**src/rtl/mdio_slave_22_45_frontend_os.sv**
```systemverilog
// mdio_slave_22_45_frontend_os
// Oversampled MDIO slave frontend for Clause 22 / Clause 45 frames. MDC and
// MDIO are synchronised into clk_25m and every bit is sampled on a detected
// MDC rise. Header decode, TA drive, read data shifting and write capture
// happen here; the register map sits behind the req_*/resp_* handshake.
//
// Ports:
//   clk_25m, rst, enable          clock, sync active-high reset, sync clear
//   mdc, mdio_in                  asynchronous pad inputs
//   mdio_out, mdio_oe             pad drive (open-drain gating optional)
//   opendrain_mode, c45_en        drive style, accept ST=00 frames
//   phy_addr, phy_addr_mask       masked PHY address match
//   broadcast_mode/_addr          additional broadcast address match
//   hdr_valid, wr_valid           1-cycle pulses: read header, write done
//   req_c45/op/phyad/regad/wdata  request fields, held until next header
//   resp_rdata, resp_valid        read response from backend
//   frame_err                     1-cycle pulse: timeout, late resp, bad ST
//   legal                         address match of current/last frame
module mdio_slave_22_45_frontend_os #(
    parameter int unsigned SYNC_STAGES = 2,
    parameter int unsigned PRE_MIN     = 32,
    parameter int unsigned TIMEOUT_CYC = 1024
) (
    input  logic        clk_25m,
    input  logic        rst,
    input  logic        enable,
    input  logic        mdc,
    input  logic        mdio_in,
    output logic        mdio_out,
    output logic        mdio_oe,
    input  logic        opendrain_mode,
    input  logic        c45_en,
    input  logic [4:0]  phy_addr,
    input  logic [4:0]  phy_addr_mask,
    input  logic        broadcast_mode,
    input  logic [4:0]  broadcast_addr,
    output logic        hdr_valid,
    output logic        wr_valid,
    output logic        req_c45,
    output logic [1:0]  req_op,
    output logic [4:0]  req_phyad,
    output logic [4:0]  req_regad,
    output logic [15:0] req_wdata,
    input  logic [15:0] resp_rdata,
    input  logic        resp_valid,
    output logic        frame_err,
    output logic        legal
);

    typedef enum logic [2:0] {S_IDLE, S_HDR, S_TA, S_WDATA, S_RDATA} state_t;

    localparam int unsigned STALL_W = $clog2(TIMEOUT_CYC + 1);
    localparam logic [5:0]         PRE_MIN_V = 6'(PRE_MIN);
    localparam logic [STALL_W-1:0] TIMEOUT_V = STALL_W'(TIMEOUT_CYC);

    logic [SYNC_STAGES-1:0] mdc_sync_q, mdc_sync_d;
    logic [SYNC_STAGES-1:0] mdio_sync_q, mdio_sync_d;
    logic                   mdc_dly_q, mdc_dly_d;

    state_t               state_q, state_d;
    logic [4:0]           bit_cnt_q, bit_cnt_d;
    logic [5:0]           pre_cnt_q, pre_cnt_d;
    logic [12:0]          hdr_sr_q, hdr_sr_d;
    logic [15:0]          dat_sr_q, dat_sr_d;
    logic [STALL_W-1:0]   stall_q, stall_d;
    logic                 rd_frame_q, rd_frame_d;
    logic                 wr_frame_q, wr_frame_d;
    logic                 resp_ok_q, resp_ok_d;
    logic [15:0]          resp_buf_q, resp_buf_d;
    logic                 mdio_out_q, mdio_out_d;
    logic                 oe_q, oe_d;
    logic                 hdr_valid_q, hdr_valid_d;
    logic                 wr_valid_q, wr_valid_d;
    logic                 frame_err_q, frame_err_d;
    logic                 legal_q, legal_d;
    logic                 req_c45_q, req_c45_d;
    logic [1:0]           req_op_q, req_op_d;
    logic [4:0]           req_phyad_q, req_phyad_d;
    logic [4:0]           req_regad_q, req_regad_d;
    logic [15:0]          req_wdata_q, req_wdata_d;

    logic                 mdc_s, mdio_s, rise;
    logic [13:0]          hdr_word;
    logic                 is_c22, is_c45, st_ok, addr_ok, is_rd, is_wr;
    logic [15:0]          rd_load;
    logic [STALL_W-1:0]   stall_inc;

    assign mdc_s  = mdc_sync_q[SYNC_STAGES-1];
    assign mdio_s = mdio_sync_q[SYNC_STAGES-1];
    assign rise   = mdc_s & ~mdc_dly_q;

    // Full header including the bit being sampled on this rise.
    assign hdr_word = {hdr_sr_q, mdio_s};
    assign is_c22   = (hdr_word[13:12] == 2'b01);
    assign is_c45   = (hdr_word[13:12] == 2'b00) & c45_en;
    assign st_ok    = is_c22 | is_c45;
    assign addr_ok  = ((hdr_word[9:5] & phy_addr_mask) == (phy_addr & phy_addr_mask)) |
                      (broadcast_mode & (hdr_word[9:5] == broadcast_addr));
    // C45 reads are OP=11 (read) and OP=10 (post-read-increment).
    assign is_rd    = is_c22 ? (hdr_word[11:10] == 2'b10) : hdr_word[11];
    assign is_wr    = is_c22 ? (hdr_word[11:10] == 2'b01) : ~hdr_word[11];

    // A response arriving on the bit-15 rise itself is still on time.
    assign rd_load   = resp_valid ? resp_rdata : (resp_ok_q ? resp_buf_q : 16'hFFFF);
    assign stall_inc = stall_q + 1'b1;

    always_comb begin
        mdc_sync_d  = {mdc_sync_q[SYNC_STAGES-2:0], mdc};
        mdio_sync_d = {mdio_sync_q[SYNC_STAGES-2:0], mdio_in};
        mdc_dly_d   = mdc_s;

        state_d     = state_q;
        bit_cnt_d   = bit_cnt_q;
        pre_cnt_d   = pre_cnt_q;
        hdr_sr_d    = hdr_sr_q;
        dat_sr_d    = dat_sr_q;
        stall_d     = '0;
        rd_frame_d  = rd_frame_q;
        wr_frame_d  = wr_frame_q;
        resp_ok_d   = resp_ok_q;
        resp_buf_d  = resp_buf_q;
        mdio_out_d  = mdio_out_q;
        oe_d        = oe_q;
        hdr_valid_d = 1'b0;
        wr_valid_d  = 1'b0;
        frame_err_d = 1'b0;
        legal_d     = legal_q;
        req_c45_d   = req_c45_q;
        req_op_d    = req_op_q;
        req_phyad_d = req_phyad_q;
        req_regad_d = req_regad_q;
        req_wdata_d = req_wdata_q;

        if (state_q != S_IDLE) begin
            pre_cnt_d = '0;
            stall_d   = rise ? '0 : stall_inc;
        end

        case (state_q)
            S_IDLE: begin
                if (rise) begin
                    if (mdio_s) begin
                        if (pre_cnt_q < 6'd32) pre_cnt_d = pre_cnt_q + 6'd1;
                    end else if (pre_cnt_q >= PRE_MIN_V) begin
                        state_d   = S_HDR;
                        bit_cnt_d = 5'd1;
                        hdr_sr_d  = '0;
                    end else begin
                        pre_cnt_d = '0;
                    end
                end
            end
            S_HDR: begin
                if (rise) begin
                    hdr_sr_d  = hdr_word[12:0];
                    bit_cnt_d = bit_cnt_q + 5'd1;
                    if (bit_cnt_q == 5'd13) begin
                        state_d     = S_TA;
                        legal_d     = st_ok & addr_ok;
                        rd_frame_d  = st_ok & addr_ok & is_rd;
                        wr_frame_d  = st_ok & addr_ok & is_wr;
                        resp_ok_d   = 1'b0;
                        frame_err_d = ~st_ok;
                        hdr_valid_d = st_ok & addr_ok & is_rd;
                        if (st_ok & addr_ok) begin
                            req_c45_d   = is_c45;
                            req_op_d    = hdr_word[11:10];
                            req_phyad_d = hdr_word[9:5];
                            req_regad_d = hdr_word[4:0];
                        end
                    end
                end
            end
            S_TA: begin
                if (rd_frame_q && resp_valid) begin
                    resp_ok_d  = 1'b1;
                    resp_buf_d = resp_rdata;
                end
                if (rise) begin
                    bit_cnt_d = bit_cnt_q + 5'd1;
                    if (bit_cnt_q == 5'd14) begin
                        if (rd_frame_q) begin
                            oe_d       = 1'b1;
                            mdio_out_d = 1'b0;
                        end
                    end else if (rd_frame_q) begin
                        state_d     = S_RDATA;
                        mdio_out_d  = rd_load[15];
                        dat_sr_d    = {rd_load[14:0], 1'b0};
                        frame_err_d = ~resp_valid & ~resp_ok_q;
                    end else begin
                        state_d = S_WDATA;
                    end
                end
            end
            S_WDATA: begin
                if (rise) begin
                    bit_cnt_d = bit_cnt_q + 5'd1;
                    dat_sr_d  = {dat_sr_q[14:0], mdio_s};
                    if (bit_cnt_q == 5'd31) begin
                        state_d = S_IDLE;
                        if (wr_frame_q) begin
                            wr_valid_d  = 1'b1;
                            req_wdata_d = {dat_sr_q[14:0], mdio_s};
                        end
                    end
                end
            end
            S_RDATA: begin
                if (rise) begin
                    bit_cnt_d = bit_cnt_q + 5'd1;
                    if (bit_cnt_q == 5'd31) begin
                        state_d    = S_IDLE;
                        oe_d       = 1'b0;
                        mdio_out_d = 1'b1;
                    end else begin
                        mdio_out_d = dat_sr_q[15];
                        dat_sr_d   = {dat_sr_q[14:0], 1'b0};
                    end
                end
            end
            default: state_d = S_IDLE;
        endcase

        // MDC stall abort; a rise in the same cycle takes precedence.
        if ((state_q != S_IDLE) && !rise && (stall_inc == TIMEOUT_V)) begin
            state_d     = S_IDLE;
            bit_cnt_d   = '0;
            stall_d     = '0;
            oe_d        = 1'b0;
            mdio_out_d  = 1'b1;
            frame_err_d = 1'b1;
            hdr_valid_d = 1'b0;
            wr_valid_d  = 1'b0;
        end
    end

    always_ff @(posedge clk_25m) begin
        if (rst || !enable) begin
            mdc_sync_q  <= '0;
            mdio_sync_q <= '1;
            mdc_dly_q   <= 1'b0;
            state_q     <= S_IDLE;
            bit_cnt_q   <= '0;
            pre_cnt_q   <= '0;
            hdr_sr_q    <= '0;
            dat_sr_q    <= '0;
            stall_q     <= '0;
            rd_frame_q  <= 1'b0;
            wr_frame_q  <= 1'b0;
            resp_ok_q   <= 1'b0;
            resp_buf_q  <= '0;
            mdio_out_q  <= 1'b1;
            oe_q        <= 1'b0;
            hdr_valid_q <= 1'b0;
            wr_valid_q  <= 1'b0;
            frame_err_q <= 1'b0;
            legal_q     <= 1'b0;
            req_c45_q   <= 1'b0;
            req_op_q    <= '0;
            req_phyad_q <= '0;
            req_regad_q <= '0;
            req_wdata_q <= '0;
        end else begin
            mdc_sync_q  <= mdc_sync_d;
            mdio_sync_q <= mdio_sync_d;
            mdc_dly_q   <= mdc_dly_d;
            state_q     <= state_d;
            bit_cnt_q   <= bit_cnt_d;
            pre_cnt_q   <= pre_cnt_d;
            hdr_sr_q    <= hdr_sr_d;
            dat_sr_q    <= dat_sr_d;
            stall_q     <= stall_d;
            rd_frame_q  <= rd_frame_d;
            wr_frame_q  <= wr_frame_d;
            resp_ok_q   <= resp_ok_d;
            resp_buf_q  <= resp_buf_d;
            mdio_out_q  <= mdio_out_d;
            oe_q        <= oe_d;
            hdr_valid_q <= hdr_valid_d;
            wr_valid_q  <= wr_valid_d;
            frame_err_q <= frame_err_d;
            legal_q     <= legal_d;
            req_c45_q   <= req_c45_d;
            req_op_q    <= req_op_d;
            req_phyad_q <= req_phyad_d;
            req_regad_q <= req_regad_d;
            req_wdata_q <= req_wdata_d;
        end
    end

    assign mdio_out  = mdio_out_q;
    assign mdio_oe   = oe_q & ~(opendrain_mode & mdio_out_q);
    assign hdr_valid = hdr_valid_q;
    assign wr_valid  = wr_valid_q;
    assign frame_err = frame_err_q;
    assign legal     = legal_q;
    assign req_c45   = req_c45_q;
    assign req_op    = req_op_q;
    assign req_phyad = req_phyad_q;
    assign req_regad = req_regad_q;
    assign req_wdata = req_wdata_q;

endmodule

```
**config.mk**
```make
export PLATFORM = sky130hd
export DESIGN_NAME = mdio_slave_22_45_frontend_os
export DESIGN_NICKNAME = d
export VERILOG_FILES = /design/src/rtl/mdio_slave_22_45_frontend_os.sv
export SDC_FILE = /design/constraint.sdc
export NUM_CORES = 1
export LEC_CHECK = 0
export ABC_AREA = 1
export CAP_MARGIN = 20
export CORE_MARGIN = 2
export CORE_UTILIZATION = 29
export CTS_CLUSTER_DIAMETER = 200
export DETAILED_ROUTE_END_ITERATION = 12
export SYNTH_ARGS = -nofsm -noshare
export SYNTH_HDL_FRONTEND = slang
export SYNTH_SLANG_ARGS = --single-unit
```
**constraint.sdc**
```tcl
create_clock -name clk_25m -period 1.66 [get_ports clk_25m]
set_input_delay 0.166 -clock clk_25m [delete_from_list [all_inputs] [get_ports clk_25m]]
set_output_delay 0.166 -clock clk_25m [all_outputs]
set_load 0.02 [all_outputs]
```
==> out/qor.yml <==
fin_crit_sh_pct: 98.1
worstMarginPinSlew_ns: 0.484
synth-edff-count: 0
cts.sinks: 113
grt_pass1_vias: 4702
clk_pin_slew_ns: 0.05
cp_data_arrival_time_ns: 1.96
required_ns: 1.99
synth_area_leaders: "dfxtp_1 43%, nand2_1 13%, inv_1 6.7%"
synth.avg_cell_area_um2: 7.01
cp_max_fo: 8
grt_max_degree: 38
hold_class: "in -> reg"
hold_ws_ns: 0.293
ys_warn_count: 0
critPathMostFrequentCell: "inv_2"
skew_ns: 0.0106
gr-total-overflow: 0
synth_nets: 803
synth_cell_type_count: 40
setup_viol: 0
yosysTopAreaCellShare_pct: 42.7
synth_ff_type: "dfxtp_1"
rsz0062_at_grt: "true"
start_util_pct: 29.5
final_area_um2: 7540
cp-end-kind: "register"
port_buffers: 74
drc_errors: 0
synth_seq_cells: 113
cpPeakStageDelay_ns: 0.35
path_buf_inv: 4
hold_viol_final: 0
gp_congestion: 0.832
drv_slew: 0
crit_slowest_cell: "dfxtp_2"
worstSkewPairLatency_ns: 0.41
core_um2: 18000
wire_per_inst_um: 12.3
relSlewSlack_pct: 67.7
rows: 49
cts.hold.buffers_added: 0
syn_area_um2: 5300
vias: 4973
nets: 906
htree_num_levels: 4
max_freq_mhz: 614
synth_top_family_by_area: "simple AND/OR/NAND/NOR gates"
p_leak_nw: 2.98
dieArea_um2: 19400
ant_nets: 0
status: "finished clean"
critPathLaunchType: "register"
timing.setup.critical_path_class: "reg -> reg"
dpl_cell_area_um2: 6480
cts_tree: "done"
io_pins: 75
synthMuxAreaShare_pct: 0
synth_largest_area_cell: "dfxtp_1"
numCtsBuffers: 17
grt_pass1_wl_um: 22700
grt_use_total_pct: 14.2
routed_via_density: 4.52
synthArstFlopShare_pct: 0
antenna_found_initial: 0
routed_wl_um: 13600
seq_area_frac_synth_pct: 42.7
die_y_um: 139
fin_total_pwr_w: 0.00731
drt-initial-drc-count: 252
drive_above_1_share_pct: 20.0
critPathTopFamily: "buffers and inverters"
nFillCells: 1817
path_cells: "ha_4 -> inv_2 -> nor2_2 -> ha_2 -> inv_2 -> nor2_4 -> nand3_2 -> inv_4 -> buf_8 -> o21ai_1 -> a21oi_1"
synth-simple-area-share_pct: 28.3
yosys.area_share.xor_xnor_pct: 0.827
dieWidth_um: 139
synthCells: 755
vdd_ir_drop_max_uv: 664
hpwlAfterDp_um: 9150
synth_fa_ha_area_share_pct: 1.89
antenna_cells: 0
power.density_nw_per_um2: 969
cts_root_buf: "clkbuf_16"
syn2layout_area_growth_pct: 42.4
synth-compound-area-share_pct: 15.8
layout_min_cycle_time_ns: 1.63
cts_buffer_depth: 2
maxCapViolations: 0
first_pass_iters: 4
-- report_power, final --
part           switching (W)  internal [W]
combinational       0.000151      0.000155
clock                0.00132       0.00297
sequential        0.00000155       0.00272
total                0.00147       0.00584
-- layer usage --
metal / share of wire (%) / wire length (µm) / global-route usage (%) / up-vias
li1: - / - / - / 2628
met3: 3.7 / 503 / 3.21 / 6
met4: 0.40 / 55 / 3.88 / 0
met5: 0 / 0 / 0 / -
met2: 48 / 6490 / 23.0 / 85
met1: 48 / 6530 / 19.0 / 2254
-- registers in the layout (all words and copies together) (netlist names), 2 cells and up --
name	cells
bit_cnt_q	5
dat_sr_q	16
hdr_sr_q	13
mdc_sync_q	2
mdio_sync_q	2
pre_cnt_q	6
req_op	2
req_phyad	5
req_regad	5
req_wdata	16
resp_buf_q	16
stall_q	11
state_q	3
-- Yosys cell counts, types with 3 or more instances --
| cell | count |
|---|---|
| nor2_2 | 17 |
| nand2_1 | 183 |
| dfxtp_1 | 113 |
| nand3_2 | 5 |
| nand3_1 | 36 |
| o21ai_0 | 66 |
| inv_2 | 8 |
| inv_1 | 94 |
| a21oi_1 | 54 |
| xnor2_1 | 4 |
| clkbuf_1 | 11 |
| o22ai_1 | 5 |
| nor2_1 | 73 |
| nor3_1 | 3 |
| nand2_2 | 3 |
| o21ai_1 | 20 |
| nand4_1 | 7 |
| nor2_4 | 3 |
| ha_1 | 8 |
| buf_2 | 11 |
-- cells by family after synthesis --
| family | after synthesis |
|---|---|
| AO/OA/AOI/OAI | 158 |
| adder cells (fa/ha/maj) | 8 |
| buffers and inverters | 132 |
| flip-flops | 113 |
| XOR/XNOR | 5 |
| AND/OR/NAND/NOR | 339 |
-- per-stage QoR --
stage	std cells	util (%)	TNS (ns)	worst slack, ns
final	1100	42.0	0	0.0322
after global routing	1100	42.0	-0.970	-0.0901
after CTS	1097	40.6	-0.0382	-0.0128
after detailed placement	1061	36.1	-0.0431	-0.0231
after global placement	1061	36.1	-0.00289	-0.00289
after floorplan	755	-	0	0.0228
-- layout make-up --
cell class | instances | area (µm²) | area share, %
Multi-Input combinational cell | 511 | 2730 | 36.2
Sequential cell | 113 | 2280 | 30.2
Timing Repair Buffer | 112 | 1160 | 15.3
Clock buffer | 19 | 433 | 5.74
Inverter | 103 | 402 | 5.33
Tap cell | 229 | 287 | 3.80
Clock inverter | 13 | 255 | 3.38
-- worst reg2reg max path, stage by stage (launching register included) --
cell	delay, ns
dfxtp_2	0.35
ha_4	0.13
inv_2	0.03
nor2_2	0.10
ha_2	0.22
inv_2	0.06
nor2_4	0.10
nand3_2	0.09
inv_4	0.12
buf_8	0.15
o21ai_1	0.07
a21oi_1	0.13
-- layout by cell type (no fill, tap or decap), types with 3 or more instances in the layout --
cell	Yosys	layout
clkdlybuf4s50_1	0	73
o22ai_1	5	5
nand4_1	7	7
nand2_1	183	175
nand2_4	2	3
clkinvlp_4	0	3
inv_2	8	9
buf_4	0	27
nand2_2	3	9
a21oi_1	54	51
inv_1	94	90
buf_12	0	5
o21ai_1	20	29
ha_1	8	5
nand3_4	2	5
o21ai_2	2	9
o21ai_0	66	50
nor2_4	3	11
dfxtp_1	113	102
bufinv_16	0	7
xnor2_1	4	3
inv_6	0	3
clkbuf_16	0	19
a21oi_2	1	4
dfxtp_2	0	11
nand3_1	36	30
nor2_1	73	58
nor3_1	3	3
nor2_2	17	24
nand3_2	5	9
-- worst paths after layout --
check	startpoint	end	slack, ns	depth (start not counted)
setup / recovery	bit_cnt_q[1]$_SDFFE_PP0P_	req_wdata[12]$_SDFFE_PP0P_	0.03	11
hold / removal	mdc	mdc_sync_q[0]$_SDFF_PP0_	0.29	3
setup reg to reg	bit_cnt_q[1]$_SDFFE_PP0P_	req_wdata[12]$_SDFFE_PP0P_	0.03	11
hold reg to reg	mdc_sync_q[0]$_SDFF_PP0_	mdc_sync_q[1]$_SDFF_PP0_	0.41	2
-- timing repair --
item / 4_1_cts / 5_1_grt
endpoints found under the setup margin: 17 / 84
resized for setup: 13 / 86
gates cloned: 3 / 2
pin swaps: 4 / 20
setup buffers: 1 / 3
Power figures use the tool's default switching activity.
